<file path="src/rtl/ex_latch_dump.sv">
// Debug read-out of the EX-side ID/EX latch: snapshots all latch outputs on request
// and streams them as a 25-byte framed, XOR-checksummed sequence over valid/ready.
module ex_latch_dump #(
  parameter logic [7:0] HEADER = 8'hA5
) (
  input  logic        clk,
  input  logic        reset_n,
  input  logic        dump_req,
  input  logic [31:0] ex_dato_1,
  input  logic [31:0] ex_dato_2,
  input  logic [31:0] ex_extended_beq_offset,
  input  logic [31:0] ex_pc_plus_8,
  input  logic [4:0]  ex_rs,
  input  logic [4:0]  ex_rt,
  input  logic [4:0]  ex_rd,
  input  logic [5:0]  ex_function_code,
  input  logic [3:0]  ex_alu_op,
  input  logic [2:0]  ex_bhw_type,
  input  logic        ex_reg_dst,
  input  logic        ex_alu_src,
  input  logic        ex_m_mem_read,
  input  logic        ex_m_mem_write,
  input  logic        ex_wb_mem_to_reg,
  input  logic        ex_wb_reg_write,
  input  logic        ex_isJal,
  input  logic        ex_jalSel,
  input  logic        ex_halt,
  output logic [7:0]  tx_data,
  output logic        tx_valid,
  input  logic        tx_ready,
  output logic        busy,
  output logic        done
);

  localparam logic [0:0] S_IDLE = 1'b0;
  localparam logic [0:0] S_SEND = 1'b1;
  localparam logic [4:0] LAST_IDX = 5'd24;
  localparam logic [4:0] CSUM_SRC_LAST = 5'd23;

  logic [0:0]   r_state;
  logic [4:0]   r_idx;
  logic [7:0]   r_csum;
  logic [164:0] r_snap;
  logic [7:0]   r_tx_data;
  logic         r_tx_valid;
  logic         r_busy;
  logic         r_done;

  logic [164:0] w_capture;
  logic [4:0]   w_next_idx;
  logic [7:0]   w_next_byte;
  logic         w_fire;

  // Snapshot layout, MSB first, matches the byte order of the frame body.
  assign w_capture = {ex_dato_1, ex_dato_2, ex_extended_beq_offset, ex_pc_plus_8,
                      ex_rs, ex_rt, ex_rd, ex_function_code, ex_bhw_type, ex_alu_op,
                      ex_reg_dst, ex_alu_src, ex_m_mem_read, ex_m_mem_write,
                      ex_wb_mem_to_reg, ex_wb_reg_write, ex_isJal, ex_jalSel, ex_halt};

  function automatic logic [7:0] frame_byte(input logic [164:0] snap, input logic [4:0] idx);
    logic [7:0]   shamt;
    logic [164:0] shifted;
    frame_byte = 8'h00;
    shamt      = 8'd157 - {idx - 5'd1, 3'b000};
    shifted    = snap >> shamt;
    case (idx)
      5'd17:   frame_byte = {3'b000, snap[36:32]};
      5'd18:   frame_byte = {3'b000, snap[31:27]};
      5'd19:   frame_byte = {3'b000, snap[26:22]};
      5'd20:   frame_byte = {2'b00, snap[21:16]};
      5'd21:   frame_byte = {1'b0, snap[15:9]};
      5'd22:   frame_byte = snap[8:1];
      5'd23:   frame_byte = {7'b0000000, snap[0]};
      default: begin
        // Bytes 1..16 are the four 32-bit words, sliced straight out of the snapshot.
        if ((idx >= 5'd1) && (idx <= 5'd16)) begin
          frame_byte = shifted[7:0];
        end else begin
          frame_byte = 8'h00;
        end
      end
    endcase
  endfunction

  // Next byte to present; the trailer folds in byte 23 as it leaves.
  always_comb begin
    w_next_idx  = r_idx + 5'd1;
    w_next_byte = 8'h00;
    if (r_idx == CSUM_SRC_LAST) begin
      w_next_byte = r_csum ^ r_tx_data;
    end else begin
      w_next_byte = frame_byte(r_snap, w_next_idx);
    end
  end

  assign w_fire = r_tx_valid & tx_ready;

  // Frame sequencer: capture, byte stepping, checksum accumulation and done pulse.
  always_ff @(posedge clk) begin
    if (!reset_n) begin
      r_state    <= S_IDLE;
      r_idx      <= 5'd0;
      r_csum     <= 8'h00;
      r_snap     <= '0;
      r_tx_data  <= 8'h00;
      r_tx_valid <= 1'b0;
      r_busy     <= 1'b0;
      r_done     <= 1'b0;
    end else begin
      r_done <= 1'b0;
      case (r_state)
        S_IDLE: begin
          if (dump_req) begin
            r_snap     <= w_capture;
            r_idx      <= 5'd0;
            r_csum     <= 8'h00;
            r_tx_data  <= HEADER;
            r_tx_valid <= 1'b1;
            r_busy     <= 1'b1;
            r_state    <= S_SEND;
          end
        end
        S_SEND: begin
          if (w_fire) begin
            if (r_idx == LAST_IDX) begin
              r_state    <= S_IDLE;
              r_idx      <= 5'd0;
              r_tx_data  <= 8'h00;
              r_tx_valid <= 1'b0;
              r_busy     <= 1'b0;
              r_done     <= 1'b1;
            end else begin
              r_idx     <= w_next_idx;
              r_tx_data <= w_next_byte;
              // Header is excluded from the checksum.
              if (r_idx != 5'd0) begin
                r_csum <= r_csum ^ r_tx_data;
              end
            end
          end
        end
        default: begin
          r_state    <= S_IDLE;
          r_idx      <= 5'd0;
          r_tx_data  <= 8'h00;
          r_tx_valid <= 1'b0;
          r_busy     <= 1'b0;
        end
      endcase
    end
  end

  assign tx_data  = r_tx_data;
  assign tx_valid = r_tx_valid;
  assign busy     = r_busy;
  assign done     = r_done;

endmodule
</file>
<file path="config.mk">
export PLATFORM = sky130hd
export DESIGN_NAME = ex_latch_dump
export DESIGN_NICKNAME = d
export VERILOG_FILES = /design/src/rtl/ex_latch_dump.sv
export SDC_FILE = /design/constraint.sdc
export NUM_CORES = 1
export LEC_CHECK = 0
export ABC_CLOCK_PERIOD_IN_PS = 3600
export CORE_MARGIN = 2
export CORE_UTILIZATION = 59
export DETAILED_ROUTE_END_ITERATION = 16
export DONT_BUFFER_PORTS = 1
export GPL_ROUTABILITY_DRIVEN = 0
export PLACE_DENSITY = 0.76
export SYNTH_ARGS = -nofsm -noshare
export SYNTH_HDL_FRONTEND = slang
export SYNTH_SLANG_ARGS = --single-unit
</file>
<file path="constraint.sdc">
create_clock -name clk -period 3.6 [get_ports clk]
set_input_delay 0.72 -clock clk [delete_from_list [all_inputs] [get_ports clk]]
set_output_delay 0.72 -clock clk [all_outputs]
set_load 0.02 [all_outputs]
</file>
Word level (Yosys, flattened, before mapping). Cells that the tools add are included.

Logic and storage cells: 62. Memories kept: 0. ROM bits: 0. Bits in writable memories: 0. Bits in registers: 189. Bits in latches: 0.

Reduce and logical (&&, ||, !) cells: 7. Multiplexer cells: 25. Multiply operators: 0. Bitwise gates (word level): 3. $add $sub $neg: 3. Equality and inequality tests: 14. Shift operators: 1. Divide/modulo/power cells: 0. Order comparisons: 2.

Operator list (number): right shift 165 x 8 -> 8 bit (1); 2-to-1 mux 8 bit (9); one-hot mux 8 bit (7 select lines) (1); == test 5 bit, second input constant (9); one-hot mux 8 bit (2 select lines) (2); 2-to-1 mux 5 bit (3); one-hot mux 5 bit (2 select lines) (1); subtractor 8 bit, first input constant (1); bitwise XOR 8 bit (1); 2-to-1 mux 1 bit (7); != test 2 x 1 -> 1 bit, second input constant (3); AND reduction 3 bit (2); adder 5 x 1 -> 5 bit, second input constant (1); greater-or-equal comparator 5 x 1 -> 1 bit, second input constant (1); <= comparator 5 bit, second input constant (1); nonzero test 5 bit (1); subtractor 5 x 1 -> 5 bit, second input constant (1); != test 2 bit, second input constant (2); one-hot mux 1 bit (2 select lines) (2); AND reduction 2 bit (2); AND reduction 4 bit (1); bitwise AND 1 bit (1); logical AND 1 bit (1); inverter 1 bit (1).

Logic depth before layout (Yosys ltp).
Word-level depth: 10. Mapped depth: 14. Depth with buffers taken out: 8.

Worst setup path after synthesis. Ideal clock, no wire load.

Kind: register to register. From: reg r_idx[0]. To: reg r_tx_data[0], in the netlist tx_data[0]. Setup time: 0.130 ns. Cell stages (with the launch flop): 12. Setup slack: 0.769 ns. Buffers on the path: 3. Arrival: 2.701 ns. Cell sequence: dfxtp_1 > buf_2 > inv_2 > buf_2 > ha_1 > buf_2 > nor2_2 > mux4_2 > mux2_2 > a211oi_1 > a221o_1 > o22ai_1.

Longest elaborated chain between the ends: 10. Elaborated cells between the ends (all ways): 22. Classes of those cells: add/sub: 3; order compare: 2; eq/ne: 9; shift: 1; mux: 6; reduce/logical: 1.

RTL lines: from (decl) (line 41) `logic [4:0] r_idx;`; from (signal assigned) (line 133) `r_idx <= w_next_idx;`; adder 5 x 1 -> 5 bit (line 87) `w_next_idx = r_idx + 5'd1;`; subtractor 5 x 1 -> 5 bit (line 64) `shamt = 8'd157 - {idx - 5'd1, 3'b000};`; subtractor 8 bit (line 64); right shift 165 x 8 -> 8 bit (line 65) `shifted = snap >> shamt;`; 2-to-1 mux 8 bit (line 76) `if ((idx >= 5'd1) && (idx <= 5'd16)) begin`; one-hot mux 8 bit (7 select lines) (line 66) `case (idx)`; 2-to-1 mux 8 bit (line 89) `if (r_idx == CSUM_SRC_LAST) begin`; 2-to-1 mux 8 bit (*) (line 125) `if (r_idx == LAST_IDX) begin`; 2-to-1 mux 8 bit (*) (line 124) `if (w_fire) begin`; one-hot mux 8 bit (2 select lines) (*) (line 111) `case (r_state)`; to (signal assigned) (line 134) `r_tx_data <= w_next_byte;`; to (decl) (line 44) `logic [7:0] r_tx_data;`.

Mark *: on every way between the ends. The rest lies on a longest branch, timed or not. The select of a mux whose other input is x is not followed. A chain may end at the register's enable or synchronous reset.

Worst setup path in the final report.
From: reg r_idx[0]. To: reg r_tx_data[1], in the netlist tx_data[1].

The elaborated chain is that of the path after synthesis.

==> results.ini <==
[outcome]
status=finished, final reports clean

[clock_network]
clk_path_buf_depth=2
clk_pin_slew_ps=70
root_buffer=clkbuf_16
worstSkewPairLatency_ps=440
htreeDepth=4
cts_setup_buffers=0
ctsHoldBuffers=0
cts_tree=yes
cts.sinks=189
numCtsBuffers=17
cts_resized=0

[sta]
fin_worst_skew_ps=7.823
relSlewSlack_pct=43.75
hold_violations=0
fmax_ghz=0.3289
report.final.slew_viol_count=0
rsz0062_at_grt=false
tightest_slew_ps=837.7
tns_ps=0
period_minus_slack_ps=3041
timing.final.crit_share_pct=84.47
setup_violations=0

[worst_setup_path]
cp-end-kind=flip-flop
startpoint_type=flip-flop
criticalPathCategory=flip-flop to flip-flop
worstRegToRegCells=9
arrival_ps=3360
cp_max_fo=22
cp.required_ps=3920

[logic_synthesis]
synth.cells.most_frequent=nand2_1 (389), dfxtp_1 (189), a21boi_0 (171), clkbuf_1 (67), nor2_1 (29)
ys_seq_area_share_pct=40.88
synthCells=1109
synth_edf_count=0
synthFlopType=dfxtp_1
yosysMostFrequentCell=nand2_1
ys_top_cells_by_area=dfxtp_1 (41%), nand2_1 (16%), a21boi_0 (14%), mux4_2 (6.6%), clkbuf_1 (2.7%)
synth.distinct_cells=60
yosys_warnings=0
netlist_area_sq_mm=0.009255
synth_top_area_cell=dfxtp_1
yosys.area.top_type_share_pct=40.88
async_reset_ff_share_pct=0
syn_avg_cell_area_sq_um=8.345
synth.net_count=1288
synth-seq-cells=189

[grt]
antenna_found_initial=0
grt_max_degree=187
grt_pass1_wl_mm=38.01
globalRouteTotalUtil_pct=29.90
met3_usage_pct=8.712
first_global_vias=7044
grtUsageMet1_pct=40.25
gr-usage-met2_pct=44.33
grt_most_used_layer=met2
overflow=0

[job]
drv_cap=0

[floorplanning]
dieArea_sq_mm=0.01670
die_x_microns=129.2
core_area_sq_mm=0.01526
start_util_pct=60.66
fp-row-count=45
fp.dieH_microns=129.2
ios=180

[route]
drtIter0Drc=796
firstDrtPassIters=7
vias=7695
ant_nets=0
wl_per_cell_microns=19.45
wl_mm=24.84
viasPerCell=6.026
drc_errors=0

[min_path]
whs_path_depth=2
hold_path.class=input pin to flip-flop

[layout]
drive_gt1_share_pct=8.161
syn_to_final_growth_pct=6.381
fin_nets=1232
antennaDiodeCount=0
fillers=1313

[pwr]
p_leak_nw=3.548
powerDensity_mw_per_mm2=455.6
peakVddDrop_mv=0.4191
finalPower_mw=4.485

[placement]
hpwl_mm=18.00
port_buffers=0

==> worst max-delay path: stages, from the launching register on <==
cell      delay, ps
dfxtp_1         560
inv_2            70
ha_1            330
nor2_4          610
buf_4           310
mux4_2          510
nor2b_1         170
nor3_1           70
o211ai_1        200
a31oi_1         100
==> worst paths after layout <==
check / start / to / slack [ps]
setup / recovery: r_idx[0] / tx_data[1] / 560
hold reg to reg: r_snap[154] / r_snap[154] / 460
hold / removal: dump_req / r_state / 400
setup reg to reg: r_idx[0] / tx_data[1] / 560
==> area by class of cell <==
cell class                      instances  area (sq um)  share of cell area (%)
Timing Repair Buffer                   11         107.6                   1.093
Clock buffer                           20         456.7                   4.638
Sequential cell                       189          3784                   38.43
Clock inverter                         12         120.1                   1.220
Multi-Input combinational cell        826          5084                   51.63
Inverter                                8         30.03                  0.3050
Tap cell                              211         264.0                   2.681
==> metal layers <==
layer	vias to the layer above	wire length, microns
met5	-	0
met4	0	1035
met3	72	2338
met2	372	10980
met1	3552	10490
li1	3699	-
==> power by group <==
| part | internal, mW | total, mW | leakage [nW] | switching, mW |
|---|---|---|---|---|
| sequential | 2.20 | 2.30 | 1.55 | 0.100 |
| combinational | 0.149 | 0.343 | 1.71 | 0.194 |
| clock | 0.957 | 1.84 | 0.284 | 0.884 |
| total | 3.31 | 4.49 | 3.55 | 1.18 |
==> cells in the final DEF (no fill, tap or decap), types with 5 or more instances in the layout <==
cell type  instances
a21boi_0         171
a21oi_1           12
a22oi_1           18
a31oi_1           11
a32o_1             5
and3_1             6
buf_4              9
clkbuf_16         17
dfxtp_1          189
ha_1              10
inv_1              6
inv_8              5
mux2i_1           15
mux4_2            27
nand2_1          389
nand3_1           15
nor2_1            29
nor2b_1           11
nor3_1             6
o21ai_0           24
o22ai_1            5
==> cell families (layout without fill, tap and decap cells) <==
kind of cell | after synthesis | in the layout | synth area share, %
fa+ha+maj | 10 | 10 | 1.352
xor+xnor | 6 | 6 | 0.6490
flops | 189 | 189 | 40.88
buf+inv | 94 | 51 | 4.407
compound gates | 285 | 285 | 22.91
simple gates | 480 | 480 | 21.24
mux | 45 | 45 | 8.557
==> stage by stage <==
| step | util, % | std cells | cell area (sq um) | hold slack (ps) | setup WS, ps |
|---|---|---|---|---|---|
| CTS | 64.53 | 1277 | 9846 | 391.5 | 605.8 |
| finish | 64.53 | 1277 | 9846 | 404.5 | 559.2 |
| floorplan | - | 1109 | 9255 | 440.0 | 769.3 |
| detailed placement | 60.75 | 1245 | 9269 | 453.2 | 628.8 |
| global placement | 60.75 | 1245 | 9269 | 447.0 | 673.2 |
| global route | 64.53 | 1277 | 9846 | 406.1 | 340.5 |
==> registers in the layout, summed over array words and instances, names as in the netlist <==
register  cells
done          1
tx_data       8
r_csum        8
r_snap      165
busy          1
r_state       1
r_idx         5
Note: power is estimated with default switching activity, not from simulation.
